**src/rtl/mem_arb_pkg.sv**
```systemverilog
// mem_arb_pkg: state encoding, default burst length and port ids shared by mem_arbiter.
package mem_arb_pkg;
    typedef enum logic [2:0] {
        S_IDLE,
        S_ARB,
        S_LOAD_WAIT,
        S_BURST,
        S_STORE_WAIT,
        S_DONE
    } state_t;
    localparam int   LINE_WORDS_DEF = 8;
    localparam logic PORT_I         = 1'b0;
    localparam logic PORT_D         = 1'b1;
endpackage

```
**src/rtl/rr_arb2.sv**
```systemverilog
// rr_arb2: two-input round-robin arbiter; the pointer remembers the last port served.
module rr_arb2
    import mem_arb_pkg::*;
(
    input  logic       clk,
    input  logic       rst,
    input  logic [1:0] req,
    input  logic       en,
    output logic [1:0] gnt
);
    logic last;
    always_ff @(posedge clk or posedge rst)
        if (rst) last <= PORT_I;
        else if (en && |req) last <= gnt[PORT_D];
    // on contention the port not served last wins
    assign gnt[PORT_D] = req[PORT_D] & (!req[PORT_I] | (last == PORT_I));
    assign gnt[PORT_I] = req[PORT_I] & !gnt[PORT_D];
endmodule

```
**src/rtl/mem_arbiter.sv**
```systemverilog
// mem_arbiter: round-robin I/D arbiter in front of one line-burst memory port.
// Defining MEM_ARB_TIMEOUT_EN adds a watchdog and the ERR output.
module mem_arbiter
    import mem_arb_pkg::*;
#(
    parameter int LINE_WORDS     = LINE_WORDS_DEF,
    parameter int TIMEOUT_CYCLES = 64
) (
    input  logic                          CLK,
    input  logic                          RST,
    input  logic                          I_REQ,
    input  logic [31:0]                   I_ADDR,
    output logic                          I_GNT,
    input  logic                          D_REQ,
    input  logic                          D_WE,
    input  logic [31:0]                   D_ADDR,
    input  logic [31:0]                   D_WDATA,
    output logic                          D_GNT,
    output logic                          RVALID,
    output logic [31:0]                   RDATA,
    output logic [$clog2(LINE_WORDS)-1:0] RBEAT,
    output logic                          RSEL,
    output logic                          DONE,
`ifdef MEM_ARB_TIMEOUT_EN
    output logic                          ERR,
`endif
    output logic                          MEM_VALID,
    output logic                          MEM_LOAD,
    output logic                          MEM_STORE,
    output logic [31:0]                   MEM_ADDR,
    output logic [31:0]                   MEM_WDATA,
    input  logic                          MEM_READY,
    input  logic [31:0]                   MEM_RDATA
);
    localparam int          BW        = $clog2(LINE_WORDS);
    localparam logic [31:0] LINE_MASK = 32'(LINE_WORDS * 4 - 1);

    state_t        state, nxt;
    logic [1:0]    gnt;
    logic [31:0]   addr_q, wdata_q;
    logic          sel_q, beat, last_beat, tmo;
    logic [BW-1:0] cnt;

    rr_arb2 u_arb (
        .clk(CLK),
        .rst(RST),
        .req({D_REQ, I_REQ}),
        .en (state == S_ARB),
        .gnt(gnt)
    );

    assign beat      = state == S_BURST && MEM_READY;
    assign last_beat = beat && cnt == BW'(LINE_WORDS - 1);

`ifdef MEM_ARB_TIMEOUT_EN
    localparam int WW = $clog2(TIMEOUT_CYCLES + 1);
    logic [WW-1:0] wd;
    logic          waiting;
    // counts idle memory cycles; any MEM_READY restarts the count
    assign waiting = state inside {S_LOAD_WAIT, S_BURST, S_STORE_WAIT};
    assign tmo     = waiting && !MEM_READY && wd == WW'(TIMEOUT_CYCLES - 1);
    always_ff @(posedge CLK or posedge RST)
        if (RST) begin
            wd  <= '0;
            ERR <= 1'b0;
        end else begin
            wd  <= (waiting && !MEM_READY) ? wd + 1'b1 : '0;
            ERR <= tmo;
        end
`else
    assign tmo = 1'b0;
`endif

    always_ff @(posedge CLK or posedge RST)
        if (RST) state <= S_IDLE;
        else state <= nxt;

    always_comb begin
        nxt = state;
        case (state)
            S_IDLE:       nxt = (I_REQ || D_REQ) ? S_ARB : S_IDLE;
            S_ARB:        nxt = !(|gnt) ? S_IDLE : (gnt[PORT_D] && D_WE) ? S_STORE_WAIT : S_LOAD_WAIT;
            S_LOAD_WAIT:  nxt = MEM_READY ? S_BURST : tmo ? S_DONE : S_LOAD_WAIT;
            S_BURST:      nxt = (last_beat || tmo) ? S_DONE : S_BURST;
            S_STORE_WAIT: nxt = (MEM_READY || tmo) ? S_DONE : S_STORE_WAIT;
            default:      nxt = S_IDLE;
        endcase
    end

    always_ff @(posedge CLK or posedge RST)
        if (RST) begin
            addr_q  <= '0;
            wdata_q <= '0;
            sel_q   <= 1'b0;
            cnt     <= '0;
            RVALID  <= 1'b0;
            RDATA   <= '0;
            RBEAT   <= '0;
        end else begin
            if (state == S_ARB && |gnt) begin
                sel_q   <= gnt[PORT_D];
                addr_q  <= gnt[PORT_D] ? D_ADDR : I_ADDR;
                wdata_q <= D_WDATA;
                cnt     <= '0;
            end
            RVALID <= beat;
            if (beat) begin
                RDATA <= MEM_RDATA;
                RBEAT <= cnt;
                cnt   <= cnt + 1'b1;
            end
        end

    always_comb begin
        I_GNT     = state == S_ARB && gnt[PORT_I];
        D_GNT     = state == S_ARB && gnt[PORT_D];
        RSEL      = (state == S_ARB) ? gnt[PORT_D] : sel_q;
        DONE      = state == S_DONE;
        MEM_LOAD  = state inside {S_LOAD_WAIT, S_BURST};
        MEM_STORE = state == S_STORE_WAIT;
        MEM_VALID = MEM_LOAD || MEM_STORE;
        MEM_ADDR  = MEM_LOAD ? (addr_q & ~LINE_MASK) : MEM_STORE ? (addr_q & ~32'h3) : '0;
        MEM_WDATA = MEM_STORE ? wdata_q : '0;
    end
endmodule

```
**config.mk**
```make
export PLATFORM = sky130hd
export DESIGN_NAME = mem_arbiter
export DESIGN_NICKNAME = d
export VERILOG_FILES = /design/src/rtl/mem_arb_pkg.sv /design/src/rtl/rr_arb2.sv /design/src/rtl/mem_arbiter.sv
export SDC_FILE = /design/constraint.sdc
export NUM_CORES = 1
export LEC_CHECK = 0
export BUFFER_PORTS_ARGS = -buffer_cell sky130_fd_sc_hd__buf_4
export CORE_ASPECT_RATIO = 1.2
export CORE_MARGIN = 4
export CORE_UTILIZATION = 25
export DETAILED_ROUTE_END_ITERATION = 16
export GPL_ROUTABILITY_DRIVEN = 0
export PLACE_DENSITY = 0.47
export REMOVE_ABC_BUFFERS = 1
export SLEW_MARGIN = 20
export SYNTH_ARGS = -nofsm -noshare
export SYNTH_HDL_FRONTEND = slang
export SYNTH_SLANG_ARGS = --single-unit
```
**constraint.sdc**
```tcl
create_clock -name CLK -period 8.55 [get_ports CLK]
set_clock_uncertainty 0.15 [all_clocks]
set_input_delay 1.71 -clock CLK [delete_from_list [all_inputs] [get_ports CLK]]
set_output_delay 1.71 -clock CLK [all_outputs]
set_load 0.01 [all_outputs]
```
==> impl_metrics.py, run 1 <==
metrics = {
    "run_status": {
        "status": "finished clean",
    },
    "global_route": {
        "grt_pass1_wl_mm": 22.64,
        "antenna_found_initial": 0,
        "grt.overflow.total": 0,
        "track_usage_pct": 13.52,
        "grt_pass1_vias": 4223,
        "grt_start_max_net_pins": 62,
    },
    "sta": {
        "finalHoldViolCount": 0,
        "final.setup.tns_ns": 0,
        "fin_crit_ns": 4.852,
        "worstMarginPinSlew_ns": 0.7817,
        "relSlewSlack_pct": 47.89,
        "rsz0062_at_grt": "false",
        "finalMaxSlewViolations": 0,
        "hold_ws_ns": 0.3319,
        "setup_slack_ns": 3.698,
        "setup_violations": 0,
        "fmax_ghz": 0.2061,
        "min_period_over_period_pct": 56.75,
    },
    "setup_path": {
        "rr_startpoint": "state[1]",
        "crit_fanout": 31,
        "cp-start-kind": "primary input",
        "cp-end-kind": "primary output",
        "worstSetupStartpoint": "D_REQ",
        "cp_slowest_cell": "or3b_2",
        "cpLargestDelayFamily": "simple AND/OR/NAND/NOR gates",
        "worstRegToRegCells": 5,
        "critical_path_buf_inv_count": 3,
        "path_class": "primary input to primary output",
        "cp_num_cells": 5,
        "crit_arrival_ns": 2.99,
        "crit_top_cell": "buf_4",
        "slowest_delay_ns": 0.78,
        "cp.required_ns": 6.69,
        "crit_chain": "buf_4, nor2b_1, or3b_2, inv_1, buf_4",
    },
    "layout": {
        "drive_gt1_share_pct": 44.41,
        "num-fill-cells": 1902,
        "antenna-diode-count": 0,
        "area_growth_pct": 47.35,
        "layout.nets": 793,
    },
    "routing": {
        "viasPerCell": 4.347,
        "dr_wl_met2_mm": 7.498,
        "highest_layer": "met4",
        "drc": 0,
        "wirelength_mm": 14.76,
        "drtIter0Drc": 132,
        "wl_met1_mm": 5.928,
        "antenna_left": 0,
        "firstDrtPassIters": 4,
        "wl_met3_mm": 1.076,
        "routed-via-count": 3973,
        "wire_per_inst_um": 16.14,
    },
    "logic_synthesis": {
        "ys_warn_count": 0,
        "synthCells": 438,
        "netlist.area_leader.share_pct": 55.73,
        "synth-edff-count": 0,
        "ys.flop_type": "dfrtp_1",
        "synthTopCellsByCount": "nand2_1, dfrtp_1, and2_1",
        "yosysSeqAreaShare_pct": 55.73,
        "synth_top_cell_by_area": "dfrtp_1",
        "syn_area_um2": 4715,
        "synth_area_leaders": "dfrtp_1, nand2_1, mux2_2, o221a_1, and2_1",
        "syn_area_per_cell_um2": 10.76,
        "async_flop_share_pct": 100.0,
        "synth_most_common_cell": "nand2_1",
        "ys_seq_elements": 105,
        "synth.distinct_cells": 32,
    },
    "floorplanning": {
        "row_count": 54,
        "dieHeight_um": 158.4,
        "die_w_um": 133.4,
        "io_pins": 241,
        "start_util_pct": 25.65,
        "design.core.area_um2": 18380,
        "die_area_um2": 21130,
    },
    "power": {
        "ir_drop_mv": 0.1208,
        "power_density_nw_per_um2": 319.8,
        "p_leak_nw": 3.369,
    },
    "place": {
        "dp_slack_ns": 3.554,
        "dpl.hpwl_mm": 10.37,
        "portBuffers": 234,
    },
    "clock_tree": {
        "cts_tree": "done",
        "post-cts-setup-buffers": 0,
        "clk_latency_ns": 0.35,
        "clk_path_buf_depth": 2,
        "cts.reportedPaths.clkPinSlew_ns": 0.07,
        "ctsResizeCount": 0,
        "cts_made_buffers": 9,
        "ctsHoldBuffers": 0,
        "cts_num_sinks": 105,
        "root_buffer": "clkbuf_16",
        "htree_levels": 3,
    },
    "flow_run": {
        "maxCapViolations": 0,
    },
    "hold_path": {
        "hp-start": "RDATA[22]",
        "hold_depth": 2,
        "hp-class": "flip-flop to flip-flop",
    },
}
## kinds of logic after synthesis
family	synth area share [%]
AOI/OAI and AO/OA	8.970
adders and majority gates	0.5307
buffers and inverters	4.034
DFF	55.73
muxes	7.643
other	0.07954
and+or+nand+nor	23.01
## where the power goes
group / internal [mW] / switching, mW / leakage, nW
Sequential: 0.736 / 0.120 / 1.24
Combinational: 0.511 / 0.460 / 2.00
Clock: 0.198 / 0.195 / 0.121
Total: 1.45 / 0.776 / 3.37
## registers in the layout (all words and copies together) (netlist names)
register	flops
state	3
sel_q	1
RDATA	32
cnt	3
RBEAT	3
wdata_q	32
addr_q	30
RVALID	1
## per-stage QoR
stage / cells / area (um2) / total power, mW / utilization, %
3_5_place_dp: 898 / 6674 / 1.859 / 36.32
6_report: 914 / 6947 / 2.222 / 37.80
4_1_cts: 914 / 6947 / 2.266 / 37.80
3_3_place_gp: 898 / 6674 / 1.835 / 36.32
5_1_grt: 914 / 6947 / 2.385 / 37.80
2_1_floorplan: 406 / 4547 / 1.372 / -
## final cells by class
| type | count | area (um2) | area share [%] |
|---|---|---|---|
| Sequential cell | 105 | 2628 | 37.82 |
| Tap cell | 252 | 315.3 | 4.539 |
| Clock buffer | 10 | 229.0 | 3.296 |
| Clock inverter | 6 | 43.79 | 0.6304 |
| Timing Repair Buffer | 240 | 1802 | 25.94 |
| Inverter | 5 | 21.27 | 0.3062 |
| Multi-Input combinational cell | 296 | 1908 | 27.47 |
## final timing paths
| check | end | slack, ns |
|---|---|---|
| worst min-delay path | RDATA[22] | 0.33 |
| worst max-delay path | I_GNT | 3.70 |
| min in group asynchronous | wdata_q[24] | 1.28 |
| worst min register to register | RDATA[22] | 0.33 |
| worst max register to register | wdata_q[10] | 5.62 |
| max in group asynchronous | addr_q[30] | 5.76 |
## cell usage in the layout, fill, tap and decap left out, types with 2 or more instances in the layout
cell and instances:
mux2_1 2, nor2b_1 29, ha_1 2, nand2_1 111
inv_1 3, dfrtp_1 105, mux2_2 30, or3_1 30
clkbuf_16 9, nor2_1 3, o221a_1 29, o21ai_0 7
clkinvlp_4 4, and2_1 35, conb_1 2, buf_4 240
## routing by layer
layer / vias to the layer above / GRT usage (%)
met3: 13 / 3.445
met4: 0 / 4.900
met5: - / 0
met1: 1912 / 15.84
met2: 146 / 24.08
li1: 1902 / -
## worst min-delay path, stage by stage (launching register included)
cell	delay, ns
dfrtp_1	0.35
nand2_1	0.05
nand2_1	0.05
No activity file was read; power rests on OpenSTA's default activity.
==> run 2: changes to the inputs <==
Settings changed: ABC_AREA set to 1, PLACE_DENSITY 0.47 to 0.48.
Clock period 8.55 ns to 4 ns, I/O delays scaled along.
==> run 2 against run 1 <==
Synthesized cell count grew 62%. Sequential share of layout area shrank 1.9 points. Critical path depth decreased by 1. Routed wire length increased by 13%. Sequential power is 110% higher. Register-to-register slack got worse by 3.5 ns. Total power is 110% higher. Clock-buffer cell count did not move. Sequential cell count did not move. Final cell count up 30%. Via count up 25%. Clock power is 130% higher. Critical endpoint is now RSEL.
==> impl_metrics.py, run 2 <==
metrics = {
    "global_route": {
        "track_usage_pct": 14.73,
        "grt.overflow.total": 0,
        "antenna_found_initial": 0,
        "grt_pass1_wl_mm": 26.21,
        "grt_pass1_vias": 5018,
        "grt_start_max_net_pins": 68,
    },
    "setup_path": {
        "worst-r2r-setup-slack_ns": 2.10,
        "crit_arrival_ns": 1.96,
        "cp-end-kind": "primary output",
        "cp-start-kind": "primary input",
        "rr_startpoint": "state[2]",
        "crit_top_cell": "buf_4",
        "cp.required_ns": 3.05,
        "crit_chain": "buf_4, nand2_1, o21ai_0, buf_4",
        "path_class": "primary input to primary output",
        "crit_fanout": 34,
        "reg2reg_to": "RDATA[1]",
        "cp_slowest_cell": "nand2_1",
        "slowest_delay_ns": 0.39,
        "worstRegToRegCells": 7,
    },
    "run_status": {
        "status": "finished clean",
    },
    "sta": {
        "worstMarginPinSlew_ns": 0.7549,
        "relSlewSlack_pct": 49.67,
        "setup_violations": 0,
        "hold_ws_ns": 0.3291,
        "finalHoldViolCount": 0,
        "rsz0062_at_grt": "false",
        "fmax_ghz": 0.3440,
        "final.setup.tns_ns": 0,
        "fin_crit_ns": 2.907,
        "finalMaxSlewViolations": 0,
        "min_period_over_period_pct": 72.68,
    },
    "layout": {
        "area_growth_pct": 44.78,
        "multi_input_area_um2": 1934,
        "reg_top3": "RDATA x32, wdata_q x32, addr_q x30",
        "drive_gt1_share_pct": 28.63,
        "final_util_pct": 37.19,
        "num-fill-cells": 2170,
        "mostFrequentLayoutCell": "nand2_1",
        "antenna-diode-count": 0,
        "seq_area_um2": 2628,
        "layout.nets": 1061,
        "layout_common_cells": "nand2_1, buf_4, dfrtp_1, inv_1, nor2_1",
    },
    "hold_path": {
        "hp-class": "flip-flop to flip-flop",
        "hp-start": "addr_q[5]",
        "hold_depth": 2,
        "min_to": "addr_q[5]",
    },
    "logic_synthesis": {
        "ys.flop_type": "dfrtp_1",
        "synth_top_cell_by_area": "dfrtp_1",
        "synth_most_common_cell": "nand2_1",
        "async_flop_share_pct": 100.0,
        "synth-edff-count": 0,
        "synthCells": 710,
        "netlist.area_leader.share_pct": 51.95,
        "yosysSeqAreaShare_pct": 51.95,
        "synthTopCellsByCount": "nand2_1, dfrtp_1, inv_1",
        "ys_warn_count": 0,
        "syn_area_per_cell_um2": 7.123,
        "synth_area_leaders": "dfrtp_1, nand2_1, inv_1, nor2_1, nand3_1",
        "ys_seq_elements": 105,
        "syn_area_um2": 5057,
        "synth.distinct_cells": 19,
    },
    "clock_tree": {
        "clk_latency_ns": 0.34,
        "root_buffer": "clkbuf_16",
        "ctsHoldBuffers": 0,
        "cts_made_buffers": 9,
        "cts.reportedPaths.clkPinSlew_ns": 0.07,
        "ctsResizeCount": 0,
        "htree_levels": 3,
        "post-cts-setup-buffers": 0,
        "cts_tree": "done",
        "cts_num_sinks": 105,
        "clk_path_buf_depth": 2,
    },
    "routing": {
        "viasPerCell": 4.168,
        "firstDrtPassIters": 4,
        "wire_per_inst_um": 13.96,
        "antenna_left": 0,
        "drc": 0,
        "routed-via-count": 4960,
        "wirelength_mm": 16.62,
        "drtIter0Drc": 227,
    },
    "place": {
        "portBuffers": 234,
        "dpl.hpwl_mm": 11.47,
    },
    "power": {
        "p_leak_nw": 4.288,
        "p_total_mw": 4.743,
        "ir_drop_mv": 0.2808,
        "power_density_nw_per_um2": 647.8,
    },
    "floorplanning": {
        "design.core.area_um2": 19690,
        "die_area_um2": 22580,
        "io_pins": 241,
        "dieHeight_um": 163.8,
        "start_util_pct": 25.69,
        "row_count": 56,
        "die_w_um": 137.8,
    },
    "flow_run": {
        "maxCapViolations": 0,
    },
}
[run 2: stage by stage]
stage / setup slack, ns / cell area [um2] / instances
after floorplan: 0.2895 / 4851 / 672
after global placement: 1.061 / 7022 / 1175
after detailed placement: 1.087 / 7022 / 1175
after CTS: 1.089 / 7322 / 1190
final: 1.093 / 7322 / 1190
after global routing: 0.9843 / 7322 / 1190
[run 2: worst max-delay path by stage]
stage                      from        to  slack (ns)  depth (start not counted)
after floorplan             RST  RBEAT[0]        0.29                          1
after global placement    D_REQ      RSEL        1.06                          4
after detailed placement  D_REQ      RSEL        1.09                          4
after CTS                 D_REQ      RSEL        1.09                          4
after global routing      D_REQ      RSEL        0.98                          4
final                     D_REQ      RSEL        1.09                          4
[run 2: kinds of logic after synthesis]
family	synth area share [%]
compound gates	0.4947
fa+ha+maj	0.4947
buf+inv	9.871
flops	51.95
other cells	0.07415
simple gates	37.11
[run 2: cell type report]
type,count,share of cell area (%)
clock buffer,10,3.264
clock inverter,5,0.8373
inverter,77,3.982
multi-input combinational,490,26.42
sequential,105,35.89
tap,261,4.460
timing repair buffer,242,25.15
[run 2: report_power, final]
group | switching (mW) | internal [mW]
Sequential | 0.268 | 1.54
Clock | 0.412 | 0.506
Combinational | 1.17 | 0.848
Total | 1.85 | 2.89
[run 2: routing by layer]
layer / up-vias / wire length, um / GRT usage (%)
li1: 2503 / - / -
met1: 2264 / 6727 / 17.63
met2: 183 / 7852 / 25.02
met3: 10 / 1852 / 5.178
met4: 0 / 182 / 4.043
met5: - / 0 / 0
[run 2: worst max-delay path, delay by kind of cell]
family | cells | cell delay (ns)
buffers and inverters | 2 | 0.50
and+or+nand+nor | 1 | 0.39
AOI/OAI and AO/OA | 1 | 0.26
